### src/rtl/id_pipe.sv
// Instruction-decode stage: RV32I decode, operand forwarding, load-use stall
// and a single registered output slot with valid/ready handshake.
module id_pipe #(
  parameter int XLEN    = 32,
  parameter int NUM_FWD = 2
) (
  input  logic                    clk,
  input  logic                    rst,
  input  logic                    in_valid,
  output logic                    in_ready,
  input  logic [31:0]             inst_i,
  input  logic [XLEN-1:0]         instaddr_i,
  output logic [4:0]              rs1_addr_o,
  output logic [4:0]              rs2_addr_o,
  output logic                    rs1_read_o,
  output logic                    rs2_read_o,
  input  logic [XLEN-1:0]         rs1_data_i,
  input  logic [XLEN-1:0]         rs2_data_i,
  input  logic [NUM_FWD-1:0]      fwd_wen_i,
  input  logic [5*NUM_FWD-1:0]    fwd_addr_i,
  input  logic [XLEN*NUM_FWD-1:0] fwd_data_i,
  input  logic                    ex_is_load_i,
  input  logic [4:0]              ex_rd_i,
  input  logic                    flush_i,
  output logic                    out_valid,
  input  logic                    out_ready,
  output logic [31:0]             inst_o,
  output logic [XLEN-1:0]         instaddr_o,
  output logic [XLEN-1:0]         op1_o,
  output logic [XLEN-1:0]         op2_o,
  output logic [XLEN-1:0]         imm_o,
  output logic                    regs_wen_o,
  output logic [4:0]              rd_addr_o,
  output logic                    mem_ren_o,
  output logic                    mem_wen_o,
  output logic                    illegal_o
);

  localparam logic [6:0] OPC_OP_IMM = 7'b0010011;
  localparam logic [6:0] OPC_OP     = 7'b0110011;
  localparam logic [6:0] OPC_LUI    = 7'b0110111;
  localparam logic [6:0] OPC_AUIPC  = 7'b0010111;
  localparam logic [6:0] OPC_JAL    = 7'b1101111;
  localparam logic [6:0] OPC_JALR   = 7'b1100111;
  localparam logic [6:0] OPC_BRANCH = 7'b1100011;
  localparam logic [6:0] OPC_LOAD   = 7'b0000011;
  localparam logic [6:0] OPC_STORE  = 7'b0100011;

  typedef struct packed {
    logic [31:0]     inst;
    logic [XLEN-1:0] pc;
    logic [XLEN-1:0] op1;
    logic [XLEN-1:0] op2;
    logic [XLEN-1:0] imm;
    logic [4:0]      rd;
    logic            wen;
    logic            ren;
    logic            mwen;
    logic            ill;
  } pay_t;

  logic [6:0]      opcode;
  logic [2:0]      funct3;
  logic [4:0]      rd, rs1, rs2;
  logic [XLEN-1:0] imm_i, imm_s, imm_b, imm_u, imm_j;
  logic [XLEN-1:0] rs1_val, rs2_val;
  logic            hazard, accept;
  pay_t            dec, pay_d, pay_q;
  logic            valid_d, valid_q;

  assign opcode     = inst_i[6:0];
  assign rd         = inst_i[11:7];
  assign funct3     = inst_i[14:12];
  assign rs1        = inst_i[19:15];
  assign rs2        = inst_i[24:20];
  assign rs1_addr_o = rs1;
  assign rs2_addr_o = rs2;

  assign imm_i = XLEN'($signed(inst_i[31:20]));
  assign imm_s = XLEN'($signed({inst_i[31:25], inst_i[11:7]}));
  assign imm_b = XLEN'($signed({inst_i[31], inst_i[7], inst_i[30:25], inst_i[11:8], 1'b0}));
  assign imm_u = XLEN'($signed({inst_i[31:12], 12'b0}));
  assign imm_j = XLEN'($signed({inst_i[31], inst_i[19:12], inst_i[20], inst_i[30:21], 1'b0}));

  // Walk channels from highest index down so the lowest matching one wins.
  always_comb begin
    rs1_val = rs1_data_i;
    rs2_val = rs2_data_i;
    for (int i = NUM_FWD - 1; i >= 0; i--) begin
      if (fwd_wen_i[i] && fwd_addr_i[5*i +: 5] == rs1) rs1_val = fwd_data_i[XLEN*i +: XLEN];
      if (fwd_wen_i[i] && fwd_addr_i[5*i +: 5] == rs2) rs2_val = fwd_data_i[XLEN*i +: XLEN];
    end
    if (rs1 == 5'd0) rs1_val = '0;
    if (rs2 == 5'd0) rs2_val = '0;
  end

  always_comb begin
    rs1_read_o = 1'b0;
    rs2_read_o = 1'b0;
    dec        = '0;
    dec.inst   = inst_i;
    dec.pc     = instaddr_i;
    case (opcode)
      OPC_OP_IMM: begin
        rs1_read_o = 1'b1;
        dec.op1    = rs1_val;
        dec.op2    = (funct3 == 3'b001 || funct3 == 3'b101) ? XLEN'(inst_i[24:20]) : imm_i;
        dec.imm    = imm_i;
        dec.wen    = 1'b1;
      end
      OPC_OP: begin
        rs1_read_o = 1'b1;
        rs2_read_o = 1'b1;
        dec.op1    = rs1_val;
        dec.op2    = rs2_val;
        dec.wen    = 1'b1;
      end
      OPC_LUI: begin
        dec.op1 = imm_u;
        dec.imm = imm_u;
        dec.wen = 1'b1;
      end
      OPC_AUIPC: begin
        dec.op1 = instaddr_i;
        dec.op2 = imm_u;
        dec.imm = imm_u;
        dec.wen = 1'b1;
      end
      OPC_JAL: begin
        dec.op1 = instaddr_i;
        dec.op2 = XLEN'(4);
        dec.imm = imm_j;
        dec.wen = 1'b1;
      end
      OPC_JALR: begin
        rs1_read_o = 1'b1;
        dec.op1    = instaddr_i;
        dec.op2    = XLEN'(4);
        dec.imm    = imm_i;
        dec.wen    = 1'b1;
      end
      OPC_BRANCH: begin
        rs1_read_o = 1'b1;
        rs2_read_o = 1'b1;
        dec.op1    = rs1_val;
        dec.op2    = rs2_val;
        dec.imm    = imm_b;
      end
      OPC_LOAD: begin
        rs1_read_o = 1'b1;
        dec.op1    = rs1_val;
        dec.imm    = imm_i;
        dec.wen    = 1'b1;
        dec.ren    = 1'b1;
      end
      OPC_STORE: begin
        rs1_read_o = 1'b1;
        rs2_read_o = 1'b1;
        dec.op1    = rs1_val;
        dec.op2    = rs2_val;
        dec.imm    = imm_s;
        dec.mwen   = 1'b1;
      end
      default: dec.ill = 1'b1;
    endcase
    if (dec.wen) dec.rd = rd;
  end

  assign hazard = in_valid & ex_is_load_i & (ex_rd_i != 5'd0) &
                  ((rs1_read_o & (rs1 == ex_rd_i)) | (rs2_read_o & (rs2 == ex_rd_i)));

  // During a flush the presented instruction is consumed and dropped.
  assign in_ready = !rst & (flush_i | ((!valid_q | out_ready) & !hazard));
  assign accept   = in_valid & in_ready & !flush_i;

  always_comb begin
    valid_d = valid_q;
    pay_d   = pay_q;
    if (flush_i) begin
      valid_d = 1'b0;
    end else if (accept) begin
      valid_d = 1'b1;
      pay_d   = dec;
    end else if (out_ready) begin
      valid_d = 1'b0;
    end
  end

  always_ff @(posedge clk) begin
    if (rst) begin
      valid_q <= 1'b0;
      pay_q   <= '0;
    end else begin
      valid_q <= valid_d;
      pay_q   <= pay_d;
    end
  end

  assign out_valid  = valid_q;
  assign inst_o     = pay_q.inst;
  assign instaddr_o = pay_q.pc;
  assign op1_o      = pay_q.op1;
  assign op2_o      = pay_q.op2;
  assign imm_o      = pay_q.imm;
  assign regs_wen_o = pay_q.wen;
  assign rd_addr_o  = pay_q.rd;
  assign mem_ren_o  = pay_q.ren;
  assign mem_wen_o  = pay_q.mwen;
  assign illegal_o  = pay_q.ill;

endmodule

### config.mk
export PLATFORM = sky130hd
export DESIGN_NAME = id_pipe
export DESIGN_NICKNAME = d
export VERILOG_FILES = /design/src/rtl/id_pipe.sv
export SDC_FILE = /design/constraint.sdc
export NUM_CORES = 1
export LEC_CHECK = 0
export ABC_AREA = 1
export BUFFER_PORTS_ARGS = -buffer_cell sky130_fd_sc_hd__buf_4
export CORE_ASPECT_RATIO = 0.75
export CORE_MARGIN = 1
export CORE_UTILIZATION = 30
export DETAILED_ROUTE_END_ITERATION = 7
export GPL_TIMING_DRIVEN = 0
export HOLD_SLACK_MARGIN = 0.02
export MAX_ROUTING_LAYER = met4
export PLACE_DENSITY = 0.5
export SLEW_MARGIN = 20
export SYNTH_ARGS = -nofsm -noshare
export SYNTH_HDL_FRONTEND = slang
export SYNTH_SLANG_ARGS = --single-unit
### constraint.sdc
create_clock -name clk -period 2.8 [get_ports clk]
set_input_delay 0.28 -clock clk [delete_from_list [all_inputs] [get_ports clk]]
set_output_delay 0.28 -clock clk [all_outputs]
set_load 0.005 [all_outputs]
After elaboration in Yosys (flattened, before gate mapping)
Cells that the tools add are included.

Register bits: 170. Bits of input ports: 215. Output and inout port bits: 183.

Eq/ne operators: 17. Multiplexer cells: 19. Bitwise operators: 13. Reduce and logical (&&, ||, !) cells: 24.

Operators with widths (number): $mux 32 (7); $pmux 32 s5 (1); $pmux 32 s4 (1); $pmux 32 s3 (1); $eq 5x5->1 (6); $eq 7x6->1 const B (3); $eq 7x7->1 const B (3); $eq 7x5->1 const B (2); $logic_not 5->1 (2); $and 1x1->1 (9); $reduce_or 3->1 (3); $reduce_or 9->1 (1); $mux 1 (8); $eq 7x2->1 const B (1); $reduce_or 7->1 (1); $reduce_or 2->1 (3); $reduce_or 6->1 (1); $mux 5 (1); $reduce_bool 5->1 (1); $reduce_or 5->1 (1); $logic_and 1x1->1 (4); $logic_not 1->1 (4); $eq 3x1->1 const B (1); $eq 3x3->1 const B (1); 5 further kinds (7).

Longest topological paths before layout
Gate-level depths: netlist of run 1.

Word-level depth: 13. Mapped depth: 16. Mapped depth without buffers: 14.

Worst setup path before layout of run 1
OpenSTA, ideal clock, no wires.

Path kind: in2reg. From: input inst_i[24]. To: register pay_q (netlist bit op2_o[11]). Arrival time: 1620 ps. Slack: 1069 ps. Stages: 12. Path buffers: 2. Path through: buf_2 > inv_2 > nand2_1 > a22oi_1 > nand3_1 > clkbuf_1 > nand2_1 > inv_1 > o21ai_1 > nand2_1 > nor2_1 > nor2_1.

Longest elaborated chain between the ends: 11. Elaborated cells on any way between the ends: 20. Those cells by class: 3 x eq/ne; 4 x mux; 8 x bitwise; 5 x reduce/logical.

RTL lines: from (decl) (line 11) `input logic [31:0] inst_i,`; $eq 5x5->1 (line 170) `((rs1_read_o & (rs1 == ex_rd_i)) | (rs2_read_o & (rs2 == ex_rd_i)));`; $and 1x1->1 (line 170); $or 1x1->1 (line 170); $and 1x1->1 (line 169) `assign hazard = in_valid & ex_is_load_i & (ex_rd_i != 5'd0) &`; $logic_not 1->1 (line 173) `assign in_ready = !rst & (flush_i | ((!valid_q | out_ready) & !hazard));`; $and 1x1->1 (line 173); $or 1x1->1 (line 173); $and 1x1->1 (line 173); $and 1x1->1 (2 in a row) (line 174) `assign accept = in_valid & in_ready & !flush_i;`; $reduce_and 2->1 (no source line); to (signal assigned) (line 195) `pay_q <= pay_d;`; to (decl) (line 68) `pay_t dec, pay_d, pay_q;`.

Several ways; a longest one is shown, not always the timed one. A chain may end at the register's enable or synchronous reset.

Final worst setup path of run 1
From: input inst_i[19]. To: register pay_q (netlist bit op1_o[31]).

The elaborated chain is that of the path after synthesis.

==> results of run 1 <==
## worst max-delay path by stage
stage | from | end | cells after the start
finish | inst_i[19] | op1_o[31]$_SDFFE_PP0P_ | 12
global route | inst_i[19] | op1_o[31]$_SDFFE_PP0P_ | 12
CTS | inst_i[19] | op1_o[31]$_SDFFE_PP0P_ | 12
detailed placement | inst_i[19] | op1_o[31]$_SDFFE_PP0P_ | 12
global placement | inst_i[19] | op1_o[31]$_SDFFE_PP0P_ | 12
floorplan | inst_i[24] | op2_o[11]$_SDFFE_PP0P_ | 12
## final cells by class
class / instances / area (um2) / share of cell area [%]
diodes: 3 / 7.507 / 0.05333
plain buffers: 118 / 588.1 / 4.177
clock buffers: 19 / 452.9 / 3.217
clock inverters: 13 / 150.1 / 1.067
inverters: 164 / 615.6 / 4.373
multi-input cells: 1245 / 5349 / 38.00
flip-flops and latches: 170 / 3403 / 24.18
well taps: 442 / 553.0 / 3.929
repair buffers: 394 / 2958 / 21.01
## cells by family (layout without fill, tap and decap cells)
group                     after synthesis  count (layout)  synth area share, %
AOI/OAI and AO/OA                     284             284                14.48
xor gates and xnor gates                8               8               0.7038
other                                   0               3                    0
and+or+nand+nor                       953             953                38.54
buffers and inverters                 282             708                12.09
DFF                                   170             170                34.18
## sequential cells by signal (all words and copies together) (netlist names)
register	count
op1_o	32
out_valid	1
mem_ren_o	1
op2_o	32
illegal_o	1
instaddr_o	32
regs_wen_o	1
inst_o	32
rd_addr_o	5
imm_o	32
mem_wen_o	1
## synthesized netlist by cell type, types with 2 or more instances
cell / count
nand2_1: 594
nor2_1: 240
dfxtp_1: 170
a21oi_1: 168
inv_1: 154
o21ai_0: 79
clkbuf_1: 69
nand4_1: 62
nand3_1: 45
o21ai_1: 30
buf_2: 23
buf_4: 21
inv_2: 10
buf_6: 5
xor2_1: 5
nor3_1: 3
xnor2_1: 3
nand2_2: 2
nor2_4: 2
## where the power goes
part | switching (mW) | internal (mW) | total [mW]
clock | 1.19 | 1.24 | 2.43
sequential | 0.0318 | 2.47 | 2.51
combinational | 0.623 | 0.440 | 1.06
total | 1.85 | 4.15 | 6.00
## routing by layer
metal | wire (um) | track usage, % | vias up
met5 | 0 | - | -
met3 | 4952 | 7.237 | 68
met1 | 24530 | 44.13 | 5761
met4 | 1273 | 9.647 | 0
li1 | - | - | 6158
met2 | 21760 | 43.17 | 543
## metrics by stage
step	power, mW	area (um2)	util (%)	cells	hold WS, ps
after global routing	6.232	14080	43.29	2568	75.56
after CTS	6.033	14070	43.26	2565	55.53
after detailed placement	3.605	13470	41.41	2533	452.5
after floorplan	2.982	9956	-	1697	386.9
after global placement	3.604	13470	41.41	2533	451.4
final	6.000	14080	43.29	2568	82.14
## worst reg2reg max path, cell delays in order, from the launching register on
cell,delay [ps]
dfxtp_1,310
nand2_1,290
nand3_2,130
buf_6,190
buf_2,220
nor3_1,570
nor2_1,80
==> results.json, run 1 <==
{
  "worst_hold_path.endpoint": "inst_o[1]$_SDFFE_PP0P_",
  "synth.area.top_cells": "dfxtp_1 (34%), nand2_1 (22%), nor2_1 (9.0%)",
  "grt_pass1_vias": 11500,
  "yosysWarnings": 0,
  "layout_common_cells": "nand2_1 (594), buf_4 (415), nor2_1 (240), dfxtp_1 (170), a21oi_1 (168)",
  "worst-setup-path-type": "input pin to flop",
  "wire_per_inst_um": 20.45,
  "final_common_cell": "nand2_1",
  "ys_seq_area_share_pct": 34.18,
  "die_y_um": 159.8,
  "area_growth_pct": 41.40,
  "drtIter0Drc": 1202,
  "hp-start": "inst_i[1]",
  "cts_root_buf": "clkbuf_16",
  "cts_tree": "done",
  "dp_hpwl_um": 42280,
  "synth.distinct_cells": 31,
  "netlist_instances": 1697,
  "slowest_delay_ps": 570,
  "grt_antenna_before_repair": 3,
  "ir_worst_vdd_v": 0.0003541,
  "rr_endpoint": "regs_wen_o$_SDFFE_PP0P_",
  "worst_slew_pin_slew_ps": 977.7,
  "grt_max_degree": 19,
  "skew_ps": 13.79,
  "yosysTopAreaCell": "dfxtp_1",
  "drive_gt1_share_pct": 23.27,
  "reg2reg_from": "out_valid$_SDFFE_PP0P_",
  "drcViolationCount": 0,
  "fin_ws_ps": 244.5,
  "ys_seq_elements": 170,
  "io_buffers": 394,
  "num_rows": 57,
  "synth_top_area_share_pct": 34.18,
  "antenna_left": 0,
  "slew_violations": 0,
  "drt-pass1-iter-count": 8,
  "grt_pass1_wl_um": 74440,
  "clock.fmax_mhz": 391.3,
  "track_usage_pct": 31.16,
  "synthesis.area_um2": 9956,
  "setup_viol": 0,
  "async_reset_ff_share_pct": 0,
  "clk_latency_ps": 460,
  "synthFlopType": "dfxtp_1",
  "cts_sinks": 170,
  "grt-ovfl-total": 0,
  "critPathArrivalTime_ps": 2870,
  "initial_utilization_pct": 30.61,
  "hold_viol_final": 0,
  "viasPerCell": 4.879,
  "relSlewSlack_pct": 34.82,
  "path_max_fanout": 10,
  "core_area_um2": 32520,
  "maxCapViolations": 0,
  "dp_slack_ps": -156.8,
  "synth-edff-count": 0,
  "period_share_pct": 91.27,
  "cts.path.max_buffers": 2,
  "fp.dieW_um": 212.4,
  "hold_path.class": "input pin to flop",
  "cp.required_ps": 3120,
  "io_pins": 398,
  "die-area_um2": 33930,
  "cts.hold.buffers_added": 0,
  "globalplace.congestion": 0.9711,
  "pwr_density_cell_nw_per_um2": 426.2,
  "n_fill_cell": 3637,
  "crit_chain": "buf_2 -> inv_1 -> nand2_1 -> a21oi_1 -> nand3_1 -> clkbuf_1 -> nand2_1 -> nand3_1 -> nand2_1 -> nand2_1 -> nand2_1 -> a21oi_1",
  "period_needed_ps": 2556,
  "cts-resized-gates": 0,
  "rr_worst_depth": 6,
  "vias": 12530,
  "clk_pin_slew_ps": 80,
  "crit_path_end_kind": "flop",
  "status": "completed",
  "r2r_slack_ps": 880,
  "synth_nets": 1912,
  "totalWireLength_um": 52520,
  "start_kind": "input pin",
  "rsz0062_at_grt": "no",
  "critPathBufInv": 3,
  "htreeDepth": 4,
  "synth.avg_cell_area_um2": 5.867,
  "final_nets": 2325,
  "p_leak_nw": 7.133,
  "post_cts_buffers": 0,
  "crit_top_cell": "nand2_1",
  "setup_tns_ps": 0,
  "cp_top_family": "simple AND/OR/NAND/NOR gates",
  "whs_path_depth": 3,
  "cp_slowest_cell": "a21oi_1",
  "cts_inserted_buffers": 17
}
Note: power is estimated with default switching activity, not from simulation.
==> run 2: changes to the inputs <==
==> constraint.sdc (replaced) <==
create_clock -name clk -period 2.8 [get_ports clk]
set_input_delay 0.14 -clock clk [delete_from_list [all_inputs] [get_ports clk]]
set_output_delay 0.14 -clock clk [all_outputs]
set_load 0.005 [all_outputs]
==> results.json, run 2 (same netlist as run 1, synthesis figures left out) <==
{
  "cp.required_ps": 3120,
  "relSlewSlack_pct": 34.86,
  "clk_pin_slew_ps": 80,
  "start_kind": "input pin",
  "cts.path.max_buffers": 2,
  "fin_ws_ps": 159.6,
  "globalplace.congestion": 0.9711,
  "cts_sinks": 170,
  "drt-pass1-iter-count": 5,
  "crit_path_end_kind": "flop",
  "whs_path_depth": 3,
  "worst_slew_pin_slew_ps": 977.0,
  "pwr-share-comb_pct": 18.6,
  "fp.dieW_um": 212.4,
  "power_switching_mw": 1.862,
  "period_needed_ps": 2640,
  "ir_worst_vdd_v": 0.0003530,
  "seqCellArea_um2": 3403,
  "p_int_mw": 4.207,
  "track_usage_pct": 31.43,
  "final_common_cell": "nand2_1",
  "grt_pass1_wl_um": 75400,
  "worst-setup-path-type": "input pin to flop",
  "drcViolationCount": 0,
  "grt_pass1_vias": 11810,
  "setup_viol": 0,
  "viasPerCell": 4.875,
  "period_share_pct": 94.30,
  "drive_gt1_share_pct": 22.70,
  "dp_slack_ps": -16.80,
  "pwr_density_cell_nw_per_um2": 414.0,
  "power_frac_seq_pct": 41.3,
  "n_fill_cell": 3603,
  "totalWireLength_um": 53060,
  "die-area_um2": 33930,
  "die_y_um": 159.8,
  "setup_tns_ps": 0,
  "grt-ovfl-total": 0,
  "status": "completed",
  "p_leak_nw": 7.376,
  "critPathArrivalTime_ps": 2960,
  "multi_input_area_um2": 5351,
  "grt_antenna_before_repair": 3,
  "area_growth_pct": 47.25,
  "path_max_fanout": 10,
  "placed_area_um2": 13470,
  "io_buffers": 394,
  "cts_tree": "done",
  "maxCapViolations": 0,
  "layout_common_cells": "nand2_1 (594), buf_4 (415), nor2_1 (239), dfxtp_1 (170), a21oi_1 (168)",
  "rr_worst_depth": 6,
  "dp_hpwl_um": 42280,
  "post-route-cell-area_um2": 14660,
  "rsz0062_at_grt": "no",
  "fin_util_pct": 45.08,
  "slew_violations": 0,
  "antenna_left": 0,
  "post_cts_buffers": 0,
  "hold_path.class": "input pin to flop",
  "switching_share_pct": 30.67,
  "drtIter0Drc": 1244,
  "wire_per_inst_um": 20.21,
  "io_pins": 398,
  "cts_inserted_buffers": 17,
  "cts_root_buf": "clkbuf_16",
  "htreeDepth": 4,
  "vias": 12800,
  "clk_latency_ps": 460,
  "p_clk_share_pct": 40.1,
  "clock.fmax_mhz": 378.7,
  "final_nets": 2383,
  "hold_viol_final": 0,
  "num_rows": 57,
  "core_area_um2": 32520,
  "grt_max_degree": 19,
  "skew_ps": 13.38,
  "initial_utilization_pct": 30.61
}
## run 2: cell count changes in the layout (fill, tap and decap cells not counted), sizes merged
cell | previous run | this run
dlygate4sd3 | 0 | 58
## run 2: worst max-delay path: stages
cell	delay, ps
dlygate4sd3_1	550
buf_4	190
xor2_1	170
nor2_1	480
nand3_1	420
clkbuf_1	350
nand2_1	120
nand3_1	70
nand2_1	200
nand2_1	120
nand2_1	90
a21oi_1	50
## run 2: worst paths after layout
kind	slack (ps)	to	start
max	160	op1_o[31]$_SDFFE_PP0P_	inst_i[18]
min	50	inst_o[22]$_SDFFE_PP0P_	inst_i[22]
max reg2reg	870	regs_wen_o$_SDFFE_PP0P_	out_valid$_SDFFE_PP0P_
min reg2reg	460	inst_o[23]$_SDFFE_PP0P_	inst_o[23]$_SDFFE_PP0P_
## run 2: layout make-up
cell class	instances	area share [%]
clock buffers	19	3.090
repair buffers	452	24.14
diodes	3	0.05121
flip-flops and latches	170	23.21
well taps	442	3.772
inverters	164	4.199
plain buffers	118	4.011
multi-input cells	1245	36.50
clock inverters	13	1.024
## run 2: metal layers
layer	track usage (%)	wire length, um	vias up
met5	-	0	-
li1	-	-	6276
met3	7.158	4818	68
met2	43.80	22140	560
met4	9.876	1340	0
met1	44.36	24760	5899
## run 2: repair_timing
item                                    4_1_cts  5_1_grt
endpoints found under the hold margin        59        0
hold buffers                                 58        0
endpoints found under the setup margin        0        1
gates resized for setup                       0        1
## run 2: stage by stage
stage | power (mW) | hold slack [ps] | cells
2_1_floorplan | 2.982 | 246.9 | 1697
3_3_place_gp | 3.604 | 407.9 | 2533
3_5_place_dp | 3.605 | 415.5 | 2533
4_1_cts | 6.098 | 20.31 | 2623
5_1_grt | 6.302 | 38.02 | 2626
6_report | 6.069 | 47.01 | 2626
## run 2: power by group through the flow
stage	clock [mW]	combinational [mW]	sequential [mW]
6_report	2.43	1.13	2.51
4_1_cts	2.48	1.11	2.51
2_1_floorplan	0	0.419	2.56
3_5_place_dp	0	1.04	2.56
3_3_place_gp	0	1.04	2.56
5_1_grt	2.57	1.22	2.51
==> run 3: changes to the inputs <==
ABC_AREA = default   (was 1)
PLACE_DENSITY = 0.51   (was 0.5)
==> results.json, run 3 <==
{
  "vias": 10600,
  "ys_seq_area_share_pct": 39.09,
  "n_fill_cell": 2978,
  "cts_root_buf": "clkbuf_16",
  "viasPerCell": 5.311,
  "synth.distinct_cells": 59,
  "io_pins": 398,
  "dp_slack_ps": -148.1,
  "grt_max_degree": 17,
  "reg2reg_from": "out_valid$_SDFFE_PP0P_",
  "grt_antenna_before_repair": 0,
  "io_buffers": 385,
  "clk_latency_ps": 450,
  "cts_tree": "done",
  "track_usage_pct": 31.62,
  "cts_inserted_buffers": 17,
  "status": "completed",
  "path_max_fanout": 10,
  "dp_hpwl_um": 36420,
  "switching_share_pct": 28.22,
  "yosysMostFrequentCell": "nand2_1",
  "clock.fmax_mhz": 369.1,
  "initial_utilization_pct": 30.82,
  "grt_pass1_wl_um": 65660,
  "power_switching_mw": 1.714,
  "worst-setup-path-type": "input pin to flop",
  "grt-ovfl-total": 0,
  "power_frac_seq_pct": 41.7,
  "synth_top_area_share_pct": 39.09,
  "netlist_instances": 1144,
  "cts.path.max_buffers": 2,
  "worst_hold_path.endpoint": "inst_o[26]$_SDFFE_PP0P_",
  "final_common_cell": "buf_4",
  "rr_endpoint": "op1_o[27]$_SDFFE_PP0P_",
  "skew_ps": 7.680,
  "fp.dieW_um": 198.7,
  "num_rows": 53,
  "antenna_left": 0,
  "p_clk_share_pct": 41.7,
  "async_reset_ff_share_pct": 0,
  "layout_common_cells": "buf_4 (395), nand2_1 (279), dfxtp_1 (170), a21oi_1 (96), nor2_1 (90)",
  "clk_pin_slew_ps": 70,
  "synth_common_cells": "nand2_1 (279), dfxtp_1 (170), a21oi_1 (97)",
  "whs_path_depth": 3,
  "drcViolationCount": 0,
  "cts_sinks": 170,
  "maxCapViolations": 0,
  "synth_nets": 1359,
  "wire_per_inst_um": 23.39,
  "slew_violations": 0,
  "p_int_mw": 4.361,
  "drive_gt1_share_pct": 31.74,
  "crit_path_end_kind": "flop",
  "yosysTopAreaCell": "dfxtp_1",
  "pwr_density_cell_nw_per_um2": 460.6,
  "synth.avg_cell_area_um2": 7.610,
  "period_share_pct": 96.76,
  "fin_util_pct": 46.69,
  "ys_seq_elements": 170,
  "drtIter0Drc": 722,
  "whs_ps": 31.65,
  "diodes": 0,
  "r2r_slack_ps": 440,
  "cp.required_ps": 3130,
  "totalWireLength_um": 46660,
  "hold_viol_final": 0,
  "die-area_um2": 29710,
  "grt_pass1_vias": 10210,
  "critPathArrivalTime_ps": 3040,
  "ir_worst_vdd_v": 0.0004316,
  "drt-pass1-iter-count": 6,
  "die_y_um": 149.5,
  "start_kind": "input pin",
  "htreeDepth": 4,
  "p_leak_nw": 5.766,
  "hp-start": "inst_i[26]",
  "worst_slew_pin_slew_ps": 865.2,
  "globalplace.congestion": 0.9478,
  "synthesis.area_um2": 8706,
  "fin_ws_ps": 90.65,
  "area_growth_pct": 51.49,
  "final_nets": 1812,
  "relSlewSlack_pct": 42.11,
  "synthFlopType": "dfxtp_1",
  "post_cts_buffers": 0,
  "hold_path.class": "input pin to flop",
  "post-route-cell-area_um2": 13190,
  "synth.area.top_cells": "dfxtp_1 (39%), nand2_1 (12%), a21oi_1 (5.6%)",
  "period_needed_ps": 2709,
  "yosysWarnings": 0,
  "rsz0062_at_grt": "no",
  "rr_worst_depth": 7,
  "synth-edff-count": 0,
  "pwr-share-comb_pct": 16.6,
  "placed_area_um2": 12080,
  "p_total_mw": 6.075,
  "setup_viol": 0,
  "core_area_um2": 28250
}
==> run 3: cell count changes after synthesis, moves of 31 or more <==
cell,before,now
nand2_1,594,279
nor2_1,240,90
inv_1,154,5
a21oi_1,168,97
nand4_1,62,4
a211oi_1,0,31
==> run 3: how the worst max path moves through the flow <==
| stage | startpoint | to | slack (ps) | cells after the start |
|---|---|---|---|---|
| 2_1_floorplan | inst_i[2] | op2_o[11]$_SDFFE_PP0P_ | 890 | 8 |
| 3_3_place_gp | inst_i[4] | op1_o[11]$_SDFFE_PP0P_ | -230 | 9 |
| 3_5_place_dp | inst_i[4] | op1_o[11]$_SDFFE_PP0P_ | -150 | 9 |
| 4_1_cts | inst_i[1] | op1_o[3]$_SDFFE_PP0P_ | 60 | 9 |
| 5_1_grt | inst_i[0] | op1_o[4]$_SDFFE_PP0P_ | 50 | 9 |
| 6_report | inst_i[1] | op1_o[3]$_SDFFE_PP0P_ | 90 | 9 |
==> run 3: per-stage QoR <==
stage	TNS [ps]	std cells
6_report	0	1995
5_1_grt	0	1995
2_1_floorplan	0	1144
3_3_place_gp	-11080	1914
4_1_cts	0	1994
3_5_place_dp	-5130	1914
==> run 3: worst max-delay path: stages <==
cell	delay (ps)
dlygate4sd3_1	530
buf_4	140
nand3b_4	150
a2111oi_4	500
a41oi_2	360
nand3_1	420
buf_2	310
a211oi_1	110
a311o_1	350
==> run 3: area by class of cell <==
cell class                 count  area, um2  share of cell area [%]
clock buffer                  19      452.9                   3.434
multi-input combinational    850       4721                   35.79
clock inverter                13      157.7                   1.195
inverter                       5      18.77                  0.1423
sequential                   170       3403                   25.80
timing repair buffer         434       3381                   25.63
tap                          385      481.7                   3.652
buffer                       119      573.1                   4.345
==> run 3: power by group through the flow <==
stage          Sequential (mW)  Combinational [mW]  Clock (mW)
4_1_cts                   2.53                1.00        2.55
3_5_place_dp              2.59               0.942           0
5_1_grt                   2.54                1.08        2.66
6_report                  2.53                1.01        2.53
3_3_place_gp              2.59               0.942           0
2_1_floorplan             2.59               0.342           0
==> run 3: timing repair <==
action                                  in CTS  in global routing
hold buffers                                48                  1
resized for setup                            0                  2
endpoints found under the setup margin       0                 20
endpoints found under the hold margin       53                  1
==> run 3: metal layers <==
metal / wire length (um) / GRT usage, %
met1: 20790 / 41.65
met4: 1079 / 9.115
met5: 0 / -
met3: 4348 / 7.663
met2: 20440 / 47.81
==> run 3: cells by family after synthesis <==
kind of cell,count (synthesis),share of synthesized area (%)
buf+inv,124,6.798
flops,170,39.09
mux,13,1.495
compound gates,349,27.46
simple gates,458,22.13
xor+xnor,30,3.018
